## config.mk

```make
export PLATFORM = sky130hd
export DESIGN_NAME = mmio_store_responder
export DESIGN_NICKNAME = d
export VERILOG_FILES = /design/src/rtl/mmio_store_responder.sv
export SDC_FILE = /design/constraint.sdc
export NUM_CORES = 1
export LEC_CHECK = 0
export CAP_MARGIN = 30
export CORE_ASPECT_RATIO = 2
export CORE_MARGIN = 8
export CORE_UTILIZATION = 35
export CTS_BUF_LIST = sky130_fd_sc_hd__clkbuf_2 sky130_fd_sc_hd__clkbuf_4 sky130_fd_sc_hd__clkbuf_8
export DETAILED_ROUTE_END_ITERATION = 16
export DONT_BUFFER_PORTS = 1
export GPL_TIMING_DRIVEN = 0
export PLACE_DENSITY = 0.51
export REMOVE_ABC_BUFFERS = 1
export SYNTH_ARGS = -nofsm -noshare
export SYNTH_HDL_FRONTEND = slang
export SYNTH_SLANG_ARGS = --single-unit
```

## constraint.sdc

```tcl
create_clock -name clk -period 4.3 [get_ports clk]
set_input_delay 0.43 -clock clk [delete_from_list [all_inputs] [get_ports clk]]
set_output_delay 0.43 -clock clk [all_outputs]
set_load 0.02 [all_outputs]
```

## src/rtl/mmio_store_responder.sv

```systemverilog
// rtl/mmio_store_responder.sv - MMIO store decoder driving a hex display, a log FIFO and an overflow counter.
// Optional: define MMIO_LEADING_ZERO_BLANK_EN to blank leading-zero digits.
module mmio_store_responder #(
  parameter logic [31:0] MMIO_BASE  = 32'hFFFF_FF00,
  parameter int          FIFO_DEPTH = 4
) (
  input  logic        clk,
  input  logic        reset,
  input  logic        memwriteM,
  input  logic [31:0] aluoutM,
  input  logic [31:0] writedataM,
  output logic        log_valid,
  input  logic        log_ready,
  output logic [31:0] log_data,
  output logic [7:0]  overflow_cnt,
  output logic [6:0]  segment0,
  output logic [6:0]  segment1,
  output logic [6:0]  segment2,
  output logic [6:0]  segment3,
  output logic [6:0]  segment4,
  output logic [6:0]  segment5
);

  localparam int AW = (FIFO_DEPTH > 1) ? $clog2(FIFO_DEPTH) : 1;
  localparam int CW = AW + 1;
  localparam logic [AW-1:0] LAST_PTR = AW'(FIFO_DEPTH - 1);
  localparam logic [CW-1:0] FULL_CNT = CW'(FIFO_DEPTH);
  localparam logic [6:0] SEG_ZERO  = 7'b1000000;
  localparam logic [6:0] SEG_BLANK = 7'b1111111;

  function automatic logic [6:0] hex_to_seg(input logic [3:0] nib);
    logic [6:0] s;
    case (nib)
      4'h0: s = 7'b1000000;
      4'h1: s = 7'b1111001;
      4'h2: s = 7'b0100100;
      4'h3: s = 7'b0110000;
      4'h4: s = 7'b0011001;
      4'h5: s = 7'b0010010;
      4'h6: s = 7'b0000010;
      4'h7: s = 7'b1111000;
      4'h8: s = 7'b0000000;
      4'h9: s = 7'b0010000;
      4'hA: s = 7'b0001000;
      4'hB: s = 7'b0000011;
      4'hC: s = 7'b1000110;
      4'hD: s = 7'b0100001;
      4'hE: s = 7'b0000110;
      default: s = 7'b0001110;
    endcase
    return s;
  endfunction

  logic [23:0]   disp_q, disp_d;
  logic [7:0]    ovf_q, ovf_d;
  logic [AW-1:0] wr_ptr_q, wr_ptr_d;
  logic [AW-1:0] rd_ptr_q, rd_ptr_d;
  logic [CW-1:0] count_q, count_d;
  logic [31:0]   mem_q [FIFO_DEPTH];
  logic [6:0]    seg_q [6];
  logic [6:0]    seg_d [6];

  logic [7:0] offset;
  logic       mmio_hit, wr_disp, wr_log, wr_clr;
  logic       fifo_full, do_pop, do_push, do_drop;

  // Byte-lane bits of the address are masked so any byte within a word selects it.
  assign offset   = aluoutM[7:0] & 8'hFC;
  assign mmio_hit = memwriteM && (aluoutM[31:8] == MMIO_BASE[31:8]);
  assign wr_disp  = mmio_hit && (offset == 8'h00);
  assign wr_log   = mmio_hit && (offset == 8'h04);
  assign wr_clr   = mmio_hit && (offset == 8'h08);

  assign fifo_full = (count_q == FULL_CNT);
  assign do_pop    = (count_q != '0) && log_ready;
  // A pop frees a slot at the same edge, so a full FIFO still accepts the push.
  assign do_push   = wr_log && (!fifo_full || do_pop);
  assign do_drop   = wr_log && fifo_full && !do_pop;

  always_comb begin
    disp_d   = wr_disp ? writedataM[23:0] : disp_q;
    wr_ptr_d = wr_ptr_q;
    rd_ptr_d = rd_ptr_q;
    count_d  = count_q;
    ovf_d    = ovf_q;

    if (do_push) begin
      wr_ptr_d = (wr_ptr_q == LAST_PTR) ? '0 : wr_ptr_q + 1'b1;
    end
    if (do_pop) begin
      rd_ptr_d = (rd_ptr_q == LAST_PTR) ? '0 : rd_ptr_q + 1'b1;
    end
    case ({do_push, do_pop})
      2'b10:   count_d = count_q + 1'b1;
      2'b01:   count_d = count_q - 1'b1;
      default: count_d = count_q;
    endcase

    if (wr_clr) begin
      ovf_d = '0;
    end else if (do_drop && (ovf_q != 8'hFF)) begin
      ovf_d = ovf_q + 1'b1;
    end
  end

  always_comb begin
    logic upper_zero;
    upper_zero = 1'b1;
    for (int k = 0; k < 6; k++) begin
      seg_d[k] = SEG_BLANK;
    end
    for (int k = 5; k >= 0; k--) begin
      upper_zero = upper_zero && (disp_d[4*k +: 4] == 4'h0);
`ifdef MMIO_LEADING_ZERO_BLANK_EN
      seg_d[k] = (upper_zero && (k != 0)) ? SEG_BLANK : hex_to_seg(disp_d[4*k +: 4]);
`else
      seg_d[k] = hex_to_seg(disp_d[4*k +: 4]);
`endif
    end
  end

  always_ff @(posedge clk or negedge reset) begin
    if (!reset) begin
      disp_q   <= '0;
      ovf_q    <= '0;
      wr_ptr_q <= '0;
      rd_ptr_q <= '0;
      count_q  <= '0;
      for (int k = 0; k < 6; k++) begin
`ifdef MMIO_LEADING_ZERO_BLANK_EN
        seg_q[k] <= (k == 0) ? SEG_ZERO : SEG_BLANK;
`else
        seg_q[k] <= SEG_ZERO;
`endif
      end
    end else begin
      disp_q   <= disp_d;
      ovf_q    <= ovf_d;
      wr_ptr_q <= wr_ptr_d;
      rd_ptr_q <= rd_ptr_d;
      count_q  <= count_d;
      for (int k = 0; k < 6; k++) begin
        seg_q[k] <= seg_d[k];
      end
    end
  end

  // Storage needs no reset: the count gates visibility of every entry.
  always_ff @(posedge clk) begin
    if (do_push) begin
      mem_q[wr_ptr_q] <= writedataM;
    end
  end

  assign log_valid    = (count_q != '0);
  assign log_data     = log_valid ? mem_q[rd_ptr_q] : 32'h0;
  assign overflow_cnt = ovf_q;
  assign segment0     = seg_q[0];
  assign segment1     = seg_q[1];
  assign segment2     = seg_q[2];
  assign segment3     = seg_q[3];
  assign segment4     = seg_q[4];
  assign segment5     = seg_q[5];

endmodule
```

# --- After elaboration in Yosys (flattened, before gate mapping) ---
# Memories as Yosys holds them, arrays and structs flattened. A register that Yosys moved wholly into a read port is not among the register bits.
# Cells that the tools add are included.
# Widths: inputs -> output; s select.
op_classes:
  n_reduce_logical: 22
  mux: 9
  eq_ne: 9
  n_addsub: 5
ops:
  columns: ["operator", "count"]
  rows:
  - ["$mux 32", 1]
  - ["$eq 24x24->1 const B", 1]
  - ["$mux 24", 1]
  - ["$mux 8", 2]
  - ["$logic_and 1x1->1", 9]
  - ["$add 8x1->8 const B", 1]
  - ["$logic_not 1->1", 8]
  - ["$logic_not 8->1", 1]
  - ["$ne 8x8->1 const B", 1]
  - ["$eq 2x2->1 const B", 3]
  - ["$eq 6x1->1 const B", 1]
  - ["$eq 6x2->1 const B", 1]
  - ["$pmux 3 s2", 1]
  - ["$add 2x1->2 const B", 2]
  - ["$mux 2", 2]
  - ["$reduce_bool 2->1", 2]
  - ["$add 3x1->3 const B", 1]
  - ["$eq 3x3->1 const B", 1]
  - ["$reduce_bool 3->1", 1]
  - ["$sub 3x1->3 const B", 1]
  - ["$eq 2x1->1 const B", 1]
  - ["$mux 1", 2]
  - ["$logic_or 1x1->1", 1]
word_totals:
  ramBits: 128
  word_cells: 57
  n_memories: 7
  register_bits: 39
  mem_bits_ro: 672
  inputBits: 68
memory_table:
  columns: ["name", "words", "word_bits", "read_ports", "rd_ports_with_merged_regs", "wr", "line_no", "source"]
  rows:
  - ["mem_q", 4, 32, 1, 0, 1, "59", "logic [31:0] mem_q [FIFO_DEPTH];"]
  - ["(no name shown)", 16, 7, 1, 1, 0, "33", "case (nib)"]
  - ["(no name shown)", 16, 7, 1, 1, 0, "33", null]
  - ["(no name shown)", 16, 7, 1, 1, 0, "33", null]
  - ["(no name shown)", 16, 7, 1, 1, 0, "33", null]
  - ["(no name shown)", 16, 7, 1, 1, 0, "33", null]
  - ["+1 memories", null, null, null, null, null, null, null]

# --- Longest topological paths before layout ---
# Gate-level depths: netlist of run 1.
logic_depth:
  word_depth: 8
  mapped_depth: 12
  ltp_nobuf: 10

# --- Least setup slack after synthesis of run 1 ---
# OpenSTA, ideal clock, no wires.
synth_path:
  path_type: "in2reg"
  from: "input port aluoutM[5]"
  to: "register seg_q (netlist bit segment3[3])"
  cell_stages: 11
  setup_ns: 0.117
  setup_slack_ns: 1.320
  arrival_ns: 2.863
  cell_sequence: "nor4b_1 -> and4bb_2 -> and4bb_1 -> buf_4 -> buf_6 -> mux2i_1 -> inv_1 -> ha_1 -> mux4_2 -> nand2_1 -> nand2_1"
synth_between:
  elab_chain_cells: 3
synth_lines:
  columns: ["element", "line_no", "source"]
  rows:
  - ["start, declared", "10", "input logic [31:0] aluoutM,"]
  - ["$logic_not 8->1", "70", "assign wr_disp = mmio_hit && (offset == 8'h00);"]
  - ["$logic_and 1x1->1", "70", null]
  - ["$mux 24", "81", "disp_d = wr_disp ? writedataM[23:0] : disp_q;"]
  - ["via disp_d[12]", "54", "logic [23:0] disp_q, disp_d;"]
  - ["end, declared", "60", "logic [6:0] seg_q [6];"]
# The timed path passes the listed nets, and every way through them passes these cells.
# A chain may end at the register's enable or synchronous reset.

# --- Worst setup path after layout of run 1 ---
layout_path:
  from: "input port aluoutM[5]"
  to: "register seg_q (netlist bit segment5[3])"
# Same word-level chain as after synthesis.

==> results of run 1 <==
metrics by stage:
step           std cells  hold WS (ns)
4_1_cts             1112        0.0604
6_report            1113         0.108
5_1_grt             1113        0.0835
3_5_place_dp        1015         0.137
3_3_place_gp        1007         0.138
2_1_floorplan        651         0.134
metal layers:
| metal | GRT usage [%] | vias to the layer above |
|---|---|---|
| met1 | 12.6 | 2989 |
| li1 | - | 2660 |
| met2 | 27.4 | 168 |
| met5 | 0 | - |
| met3 | 3.48 | 49 |
| met4 | 6.92 | 0 |
layout make-up:
cell class	instances	area, µm²	share of cell area (%)
multi-input combinational	404	3820	33.2
clock inverter	14	91.3	0.793
inverter	38	145	1.26
timing repair buffer	42	518	4.50
antenna	1	2.50	0.0217
clock buffer	49	612	5.31
sequential	209	5880	51.1
tap	356	445	3.87
cells in the final DEF (no fill, tap or decap), drive strengths merged, types with 32 or more instances in the layout:
cell type and instances:
and2 32, clkbuf 49, dfrtp 75, dlygate4sd3 33, edfxtp 128, ha 47
inv 38, mux2i 52, mux4 40, nand2 49
cells by family after synthesis:
logic type                 synth area share, %
muxes                                     16.0
AOI/OAI and AO/OA                         5.54
buffers and inverters                     3.09
and+or+nand+nor                           8.83
xor gates and xnor gates                  1.66
DFF                                       58.8
adders and majority gates                 6.08
worst max-delay path, delay by kind of cell:
kind          cells  cell delay [ns]
fa+ha+maj         1             0.30
simple gates      5             1.39
mux               2             1.07
buf+inv           2             0.46
state kept, by name, indices dropped and copies added, names as in the netlist:
register	cells
mem_q	128
disp_q	24
overflow_cnt	8
segment0	7
segment1	7
segment2	7
segment3	7
segment4	7
segment5	7
count_q	3
rd_ptr_q	2
wr_ptr_q	2
power groups by stage:
stage | logic [µW] | clock network (µW) | registers [µW]
global placement | 973 | 0 | 2390
CTS | 1190 | 1850 | 2240
detailed placement | 1120 | 0 | 2280
global route | 1220 | 1920 | 2250
floorplan | 768 | 0 | 2320
finish | 1130 | 1770 | 2240
worst max path at each step:
stage,depth (start not counted),slack [ns],start,endpoint
6_report,10,1.02,aluoutM[5],segment5[3]$_DFF_PN0_
5_1_grt,10,0.76,aluoutM[5],segment5[3]$_DFF_PN0_
4_1_cts,10,1.02,aluoutM[5],segment5[3]$_DFF_PN0_
3_5_place_dp,10,0.46,aluoutM[5],segment2[3]$_DFF_PN0_
3_3_place_gp,9,-0.31,aluoutM[9],segment5[3]$_DFF_PN0_
2_1_floorplan,9,0.75,aluoutM[5],segment5[3]$_DFF_PN0_
==> flow_summary.ini, run 1 <==
[route]
wl_met2_um = 13800
routed.top_layer = met4
vias_per_cell = 5.27
via_count = 5866
drt_iter0_markers = 203
route.met3.wl_um = 1490
route.detailed.drc = 0
drt_wl_total_um = 24000
post_drt_wl_per_cell_um = 21.6
firstDrtPassIters = 4
final_antenna_net_count = 0
wl_met1_um = 7860

[sta]
drv_slew = 0
skew_ns = 0.0233
max_freq_ghz = 0.305
setup-tns-final_ns = 0
fin_ws_ns = 1.02
relSlewSlack_pct = 49.1
fin_crit_sh_pct = 76.2
setup_viol = 0
worst_slew_pin_slew_ns = 0.764
fin_crit_ns = 3.28
rsz0062_at_grt = false
hold_viol = 0

[worst_hold_path]
holdPathStages = 2
hp-start = writedataM[6]
hold_end = disp_q[6]$_DFF_PN0_
min_path_type = in -> reg

[worst_setup_path]
critPathKind = in -> reg
reg2reg_from = count_q[0]$_DFFE_PN0P_
end_kind = flip-flop
reg2reg_depth = 6
worstPathMaxFanout = 22
startpoint_type = input pin
worstPathArrival_ns = 3.68
cpPeakStageDelay_ns = 0.58
worst_ep_required_time_ns = 4.70
rrSetupSlack_ns = 1.44
rr_endpoint = count_q[2]$_DFFE_PN0P_
crit_chain = nor4b_1, and4bb_2, and4bb_2, buf_12, mux2i_1, inv_1, ha_1, mux4_2, nand2_1, nand2_1
cp_slowest_cell = and4bb_2

[clock_network]
postCtsSetupBuffers = 0
clock-root-buffer = clkbuf_8
clkLatencyLatePin_ns = 0.52
cts_htree_levels = 2
cts_max_path_buffers = 3
clock_sinks = 209
ctsHoldBuffers = 34
cts_resized = 0
cts_tree = built
clk_pin_slew_worst_paths_ns = 0.07
cts_buffers = 35

[synthesis]
synth_top_cell_area_share_pct = 38.4
ys_ff_latch = 209
syn_area_per_cell_um2 = 14.6
ys_types = 60
synthTopCellsByArea = edfxtp_1, dfrtp_1, mux4_2, ha_1, mux2i_1
synth_area_mm2 = 0.0100
yosys.area.top_type = edfxtp_1
synthCells = 686
synth_most_common_cell = edfxtp_1
yosysWarnings = 0
async_reset_ff_share_pct = 38.8
ys_seq_area_share_pct = 58.8
netlist_top_cells_count = edfxtp_1, dfrtp_1, nand2_1
synth_edf_count = 128
ys.flop_type = edfxtp_1

[power]
powerDensity_mw_per_mm2 = 447
p_switching_uw = 1560
p_leak_uw = 0.00457
p_sw_share_pct = 30.2
power_uw = 5140
p_int_uw = 3590
clock_power_share_pct = 34.5
seq_power_share_pct = 43.5
p_comb_share_pct = 22.0
ir_worst_vdd_uv = 214

[placement]
place_ws_ns = 0.464
hpwl_um = 16500
place_congestion = 0.807
placed_cell_area_mm2 = 0.0105
io_buffers = 0

[run]
drv_cap = 0

[cells_and_area]
synthToLayoutAreaGrowth_pct = 15.1
final_util_pct = 40.9
final_area_mm2 = 0.0115
nets = 846
fillers = 2595
final_layout_size_suffix_gt1_share_pct = 19.3

[global_route]
grt_overflow_total = 0
antenna_found_initial = 1
grtUsageTotal_pct = 13.9
grt_max_degree = 82
grt_pass1_wl_um = 36800
grt_pass1_vias = 6510

[floorplan]
num_rows = 87
die_x_um = 136
die_y_um = 255
dieArea_mm2 = 0.0346
core-area_mm2 = 0.0282
start_util_pct = 35.5
ios = 151

[status]
status = complete, no violations
Note: power is estimated with default switching activity, not from simulation.
==> run 2, diff against run 1 <==
PLACE_DENSITY = 0.53   (was 0.51)
clock period = 2.65 ns   (was 4.3 ns; I/O delays follow)
==> flow_summary.ini, run 2 (same netlist as run 1, synthesis figures left out) <==
[route]
route.detailed.drc = 0
final_antenna_net_count = 0
post_drt_wl_per_cell_um = 21.7
via_count = 5923
drt_wl_total_um = 24400
firstDrtPassIters = 4
vias_per_cell = 5.27
drt_iter0_markers = 328

[clock_network]
clock_sinks = 209
cts_max_path_buffers = 3
cts_tree = built
clk_pin_slew_worst_paths_ns = 0.07
cts_buffers = 31
clock-root-buffer = clkbuf_8
cts_htree_levels = 1
clkLatencyLatePin_ns = 0.58

[placement]
hpwl_um = 16300
io_buffers = 0
place_congestion = 0.821
placed_cell_area_mm2 = 0.0105
place_ws_ns = -0.837

[cells_and_area]
final_area_mm2 = 0.0118
final_layout_size_suffix_gt1_share_pct = 21.8
synthToLayoutAreaGrowth_pct = 18.4
layout_common_cells = edfxtp_1, dfrtp_1, nand2_1
largest_register = mem_q
nets = 858
final_common_cell = edfxtp_1
largest_reg_flops = 128

[sta]
hold_viol = 0
max_freq_ghz = 0.398
setup_viol = 0
drv_slew = 0
fin_crit_ns = 2.51
whs_ns = 0.0680
skew_ns = 0.0135
relSlewSlack_pct = 60.2
setup-tns-final_ns = 0
fin_crit_sh_pct = 94.7
worst_slew_pin_slew_ns = 0.596
fin_ws_ns = 0.140

[global_route]
grt_pass1_vias = 6496
grt_max_degree = 82
grtUsageTotal_pct = 14.0
grt_pass1_wl_um = 37400
grt_overflow_total = 0
antenna_found_initial = 1

[worst_setup_path]
worstPathMaxFanout = 31
startpoint_type = input pin
worst_ep_required_time_ns = 3.11
critPathKind = in -> reg
cp_slowest_cell = mux4_2
rrSetupSlack_ns = 0.16
cp_num_buf_inv = 2
worstPathArrival_ns = 2.97
cpPeakStageDelay_ns = 0.48
end_kind = flip-flop
crit_chain = nor4b_2, and4bb_2, and4bb_2, buf_12, mux2i_4, inv_1, ha_1, mux4_2, nand2_1, nand2_1
path_delay_family = simple AND/OR/NAND/NOR gates

[power]
ir_worst_vdd_uv = 406
p_leak_uw = 0.00469
powerDensity_mw_per_mm2 = 733
power_uw = 8680

[floorplan]
num_rows = 87
ios = 151
start_util_pct = 35.5
die_x_um = 136
core-area_mm2 = 0.0282
die_y_um = 255
dieArea_mm2 = 0.0346

[status]
status = complete, no violations

[run]
drv_cap = 0

[worst_hold_path]
min_path_type = in -> reg
[run 2: cell count changes in the layout (fill, tap and decap cells not counted), moves of 5 or more]
cell | previous run | this run
mux2i_4 | 12 | 22
dlygate4sd3_1 | 33 | 38
clkbuf_4 | 10 | 5
buf_4 | 0 | 9
mux2i_1 | 40 | 30
[run 2: timing repair]
item / CTS / global route
cloned: 0 / 1
setup buffers: 4 / 6
hold buffers: 35 / 4
pin swaps: 0 / 2
hold endpoints to repair: 276 / 4
resized for setup: 10 / 13
setup endpoints to repair: 39 / 15
[run 2: per-stage QoR]
| step | utilization [%] | std cells |
|---|---|---|
| 2_1_floorplan | - | 651 |
| 3_3_place_gp | 36.5 | 1007 |
| 3_5_place_dp | 37.1 | 1015 |
| 4_1_cts | 41.3 | 1112 |
| 5_1_grt | 42.0 | 1124 |
| 6_report | 42.0 | 1124 |
[run 2: worst min-delay path, delay by kind of cell]
| family | cells | cell delay, ns |
|---|---|---|
| AOI/OAI and AO/OA | 2 | 0.20 |
| and+or+nand+nor | 1 | 0.05 |
| xor gates and xnor gates | 1 | 0.09 |
[run 2: path summary, 6_finish.rpt]
| path | end | start | cells after the start |
|---|---|---|---|
| worst max-delay path | segment3[3]$_DFF_PN0_ | aluoutM[5] | 10 |
| worst min-delay path | segment2[0]$_DFF_PN0_ | writedataM[11] | 4 |
| worst max register to register | count_q[2]$_DFFE_PN0P_ | count_q[0]$_DFFE_PN0P_ | 6 |
| worst min register to register | wr_ptr_q[1]$_DFFE_PN0P_ | wr_ptr_q[1]$_DFFE_PN0P_ | 1 |
| max in group asynchronous | segment0[6]$_DFF_PN1_ | reset | 2 |
| min in group asynchronous | overflow_cnt[2]$_DFFE_PN0P_ | reset | 2 |
[run 2: per-layer routing]
metal  vias up  part of all wire, %  track usage (%)
li1       2693                    -                -
met1      3005                   33             13.5
met2       166                   56             26.4
met3        59                  6.3             3.46
met4         0                  4.0             7.37
met5         -                    0                0
[run 2: area by class of cell]
cell class                      instances  area (µm²)
Clock inverter                         18         220
Fill cell                            2533       16300
Clock buffer                           40         519
Antenna cell                            1        2.50
Timing Repair Buffer                   57         663
Multi-Input combinational cell        405        3970
Inverter                               38         145
Sequential cell                       209        5880
Tap cell                              356         445
[run 2: where the power goes]
group	switching, µW	internal (µW)	leakage, µW
Sequential	105	3500	0.00225
Clock	1280	1780	0.000382
Combinational	1210	809	0.00206
==> run 3, diff against run 2 <==
CORE_UTILIZATION = 55   (was 35)
PLACE_DENSITY = 0.75   (was 0.53)
==> flow_summary.ini, run 3 (same netlist as run 1, synthesis figures left out) <==
[status]
status = complete, no violations

[route]
via_count = 5815
vias_per_cell = 5.99
drt_wl_total_um = 21500
post_drt_wl_per_cell_um = 22.2
drt_iter0_markers = 316
firstDrtPassIters = 4
final_antenna_net_count = 0
route.detailed.drc = 0

[worst_setup_path]
startpoint_type = flip-flop
worstPathMaxFanout = 8
critPathKind = reg -> reg
end_kind = flip-flop
worst_ep_required_time_ns = 3.14
worstPathArrival_ns = 2.98

[global_route]
grt_overflow_total = 0
grt_pass1_wl_um = 33700
grt_pass1_vias = 6171
grt_max_degree = 82
grtUsageTotal_pct = 18.1
antenna_found_initial = 0

[placement]
hpwl_um = 13000
placed_cell_area_mm2 = 0.0102
place_congestion = 0.859
io_buffers = 0

[clock_network]
cts_max_path_buffers = 3
clock_sinks = 209
clkLatencyLatePin_ns = 0.56
cts_htree_levels = 1
cts_buffers = 30
cts_tree = built
clk_pin_slew_worst_paths_ns = 0.06
clock-root-buffer = clkbuf_8

[power]
powerDensity_mw_per_mm2 = 715
power_uw = 8180
seq_power_share_pct = 44.7
p_switching_uw = 2410
p_comb_share_pct = 22.6
ir_worst_vdd_uv = 586
clock_power_share_pct = 32.7
p_int_uw = 5770
p_leak_uw = 0.00459
p_sw_share_pct = 29.5

[sta]
relSlewSlack_pct = 39.4
max_freq_ghz = 0.402
worst_slew_pin_slew_ns = 0.909
fin_crit_ns = 2.49
skew_ns = 0.00727
hold_viol = 0
whs_ns = 0.00387
fin_crit_sh_pct = 93.9
setup_viol = 0
rsz0062_at_grt = false
drv_slew = 0

[cells_and_area]
final_util_pct = 63.4
largest_register = mem_q
layout_common_cells = edfxtp_1, dfrtp_1, nand2_1
final_area_mm2 = 0.0114
nets = 846
final_common_cell = edfxtp_1
final_layout_size_suffix_gt1_share_pct = 19.9
largest_reg_flops = 128
synthToLayoutAreaGrowth_pct = 14.4
fillers = 1338
diodes = 0

[floorplan]
ios = 151
start_util_pct = 55.5
core-area_mm2 = 0.0180
die_y_um = 207
die_x_um = 111
dieArea_mm2 = 0.0230
num_rows = 70

[worst_hold_path]
min_path_type = in -> reg

[run]
drv_cap = 0
## run 3: cell types whose count changed in the layout (fill, tap and decap cells not counted), moves of 4 or more
cell      change
clkinv_2      +4
clkbuf_8      -4
buf_12        -4
buf_4         -9
## run 3: repair_timing
| action | 4_1_cts | 5_1_grt |
|---|---|---|
| hold endpoints to repair | 269 | 6 |
| pin swaps | 0 | 0 |
| hold buffers | 35 | 6 |
| endpoints found under the setup margin | 19 | 14 |
| cloned | 0 | 1 |
| gates resized for setup | 2 | 21 |
| setup buffers | 0 | 1 |
## run 3: worst paths after layout
path	from	to	slack, ns	cells after the start
hold / removal	writedataM[9]	disp_q[9]$_DFF_PN0_	0.004	2
setup reg to reg	count_q[0]$_DFFE_PN0P_	count_q[2]$_DFFE_PN0P_	0.16	6
max in group asynchronous	reset	segment5[6]$_DFF_PN1_	1.99	2
min in group asynchronous	reset	wr_ptr_q[1]$_DFFE_PN0P_	0.30	2
hold reg to reg	wr_ptr_q[0]$_DFFE_PN0P_	wr_ptr_q[0]$_DFFE_PN0P_	0.58	1
setup / recovery	count_q[0]$_DFFE_PN0P_	count_q[2]$_DFFE_PN0P_	0.16	6
## run 3: cell type report
type	instances	area [µm²]	share of cell area, %
clock buffer	37	472	4.12
clock inverter	19	164	1.43
inverter	38	145	1.27
multi-input combinational	404	3950	34.5
sequential	209	5880	51.4
tap	216	270	2.36
timing repair buffer	47	561	4.90
## run 3: routing by layer
layer	up-vias	share of wire, %	GRT usage, %
li1	2668	-	-
met1	2935	40	21.4
met2	177	52	31.5
met3	35	5.8	4.20
met4	0	2.1	6.71
met5	-	0	0
## run 3: power by group through the flow
stage	clock network, µW	registers, µW	logic [µW]
after floorplan	0	3760	1250
after global placement	0	3860	1490
after detailed placement	0	3790	1670
after CTS	2770	3720	1780
after global routing	2870	3670	2000
final	2670	3660	1850
## run 3: worst max-delay path: stages, from the launching register on
cell and delay, ns:
dfrtp_1 0.46, or3_1 0.60, nand2_1 0.22, nor2_1 0.07, fa_1 0.43, or4_1 0.54
nand3_1 0.10
## run 3: stage by stage
stage	worst slack [ns]	setup TNS, ns	instances
after CTS	0.00199	0	962
after floorplan	-0.735	-17.29	651
final	0.160	0	970
after detailed placement	-0.615	-12.40	871
after global placement	-1.55	-147.46	867
after global routing	0.0367	0	970
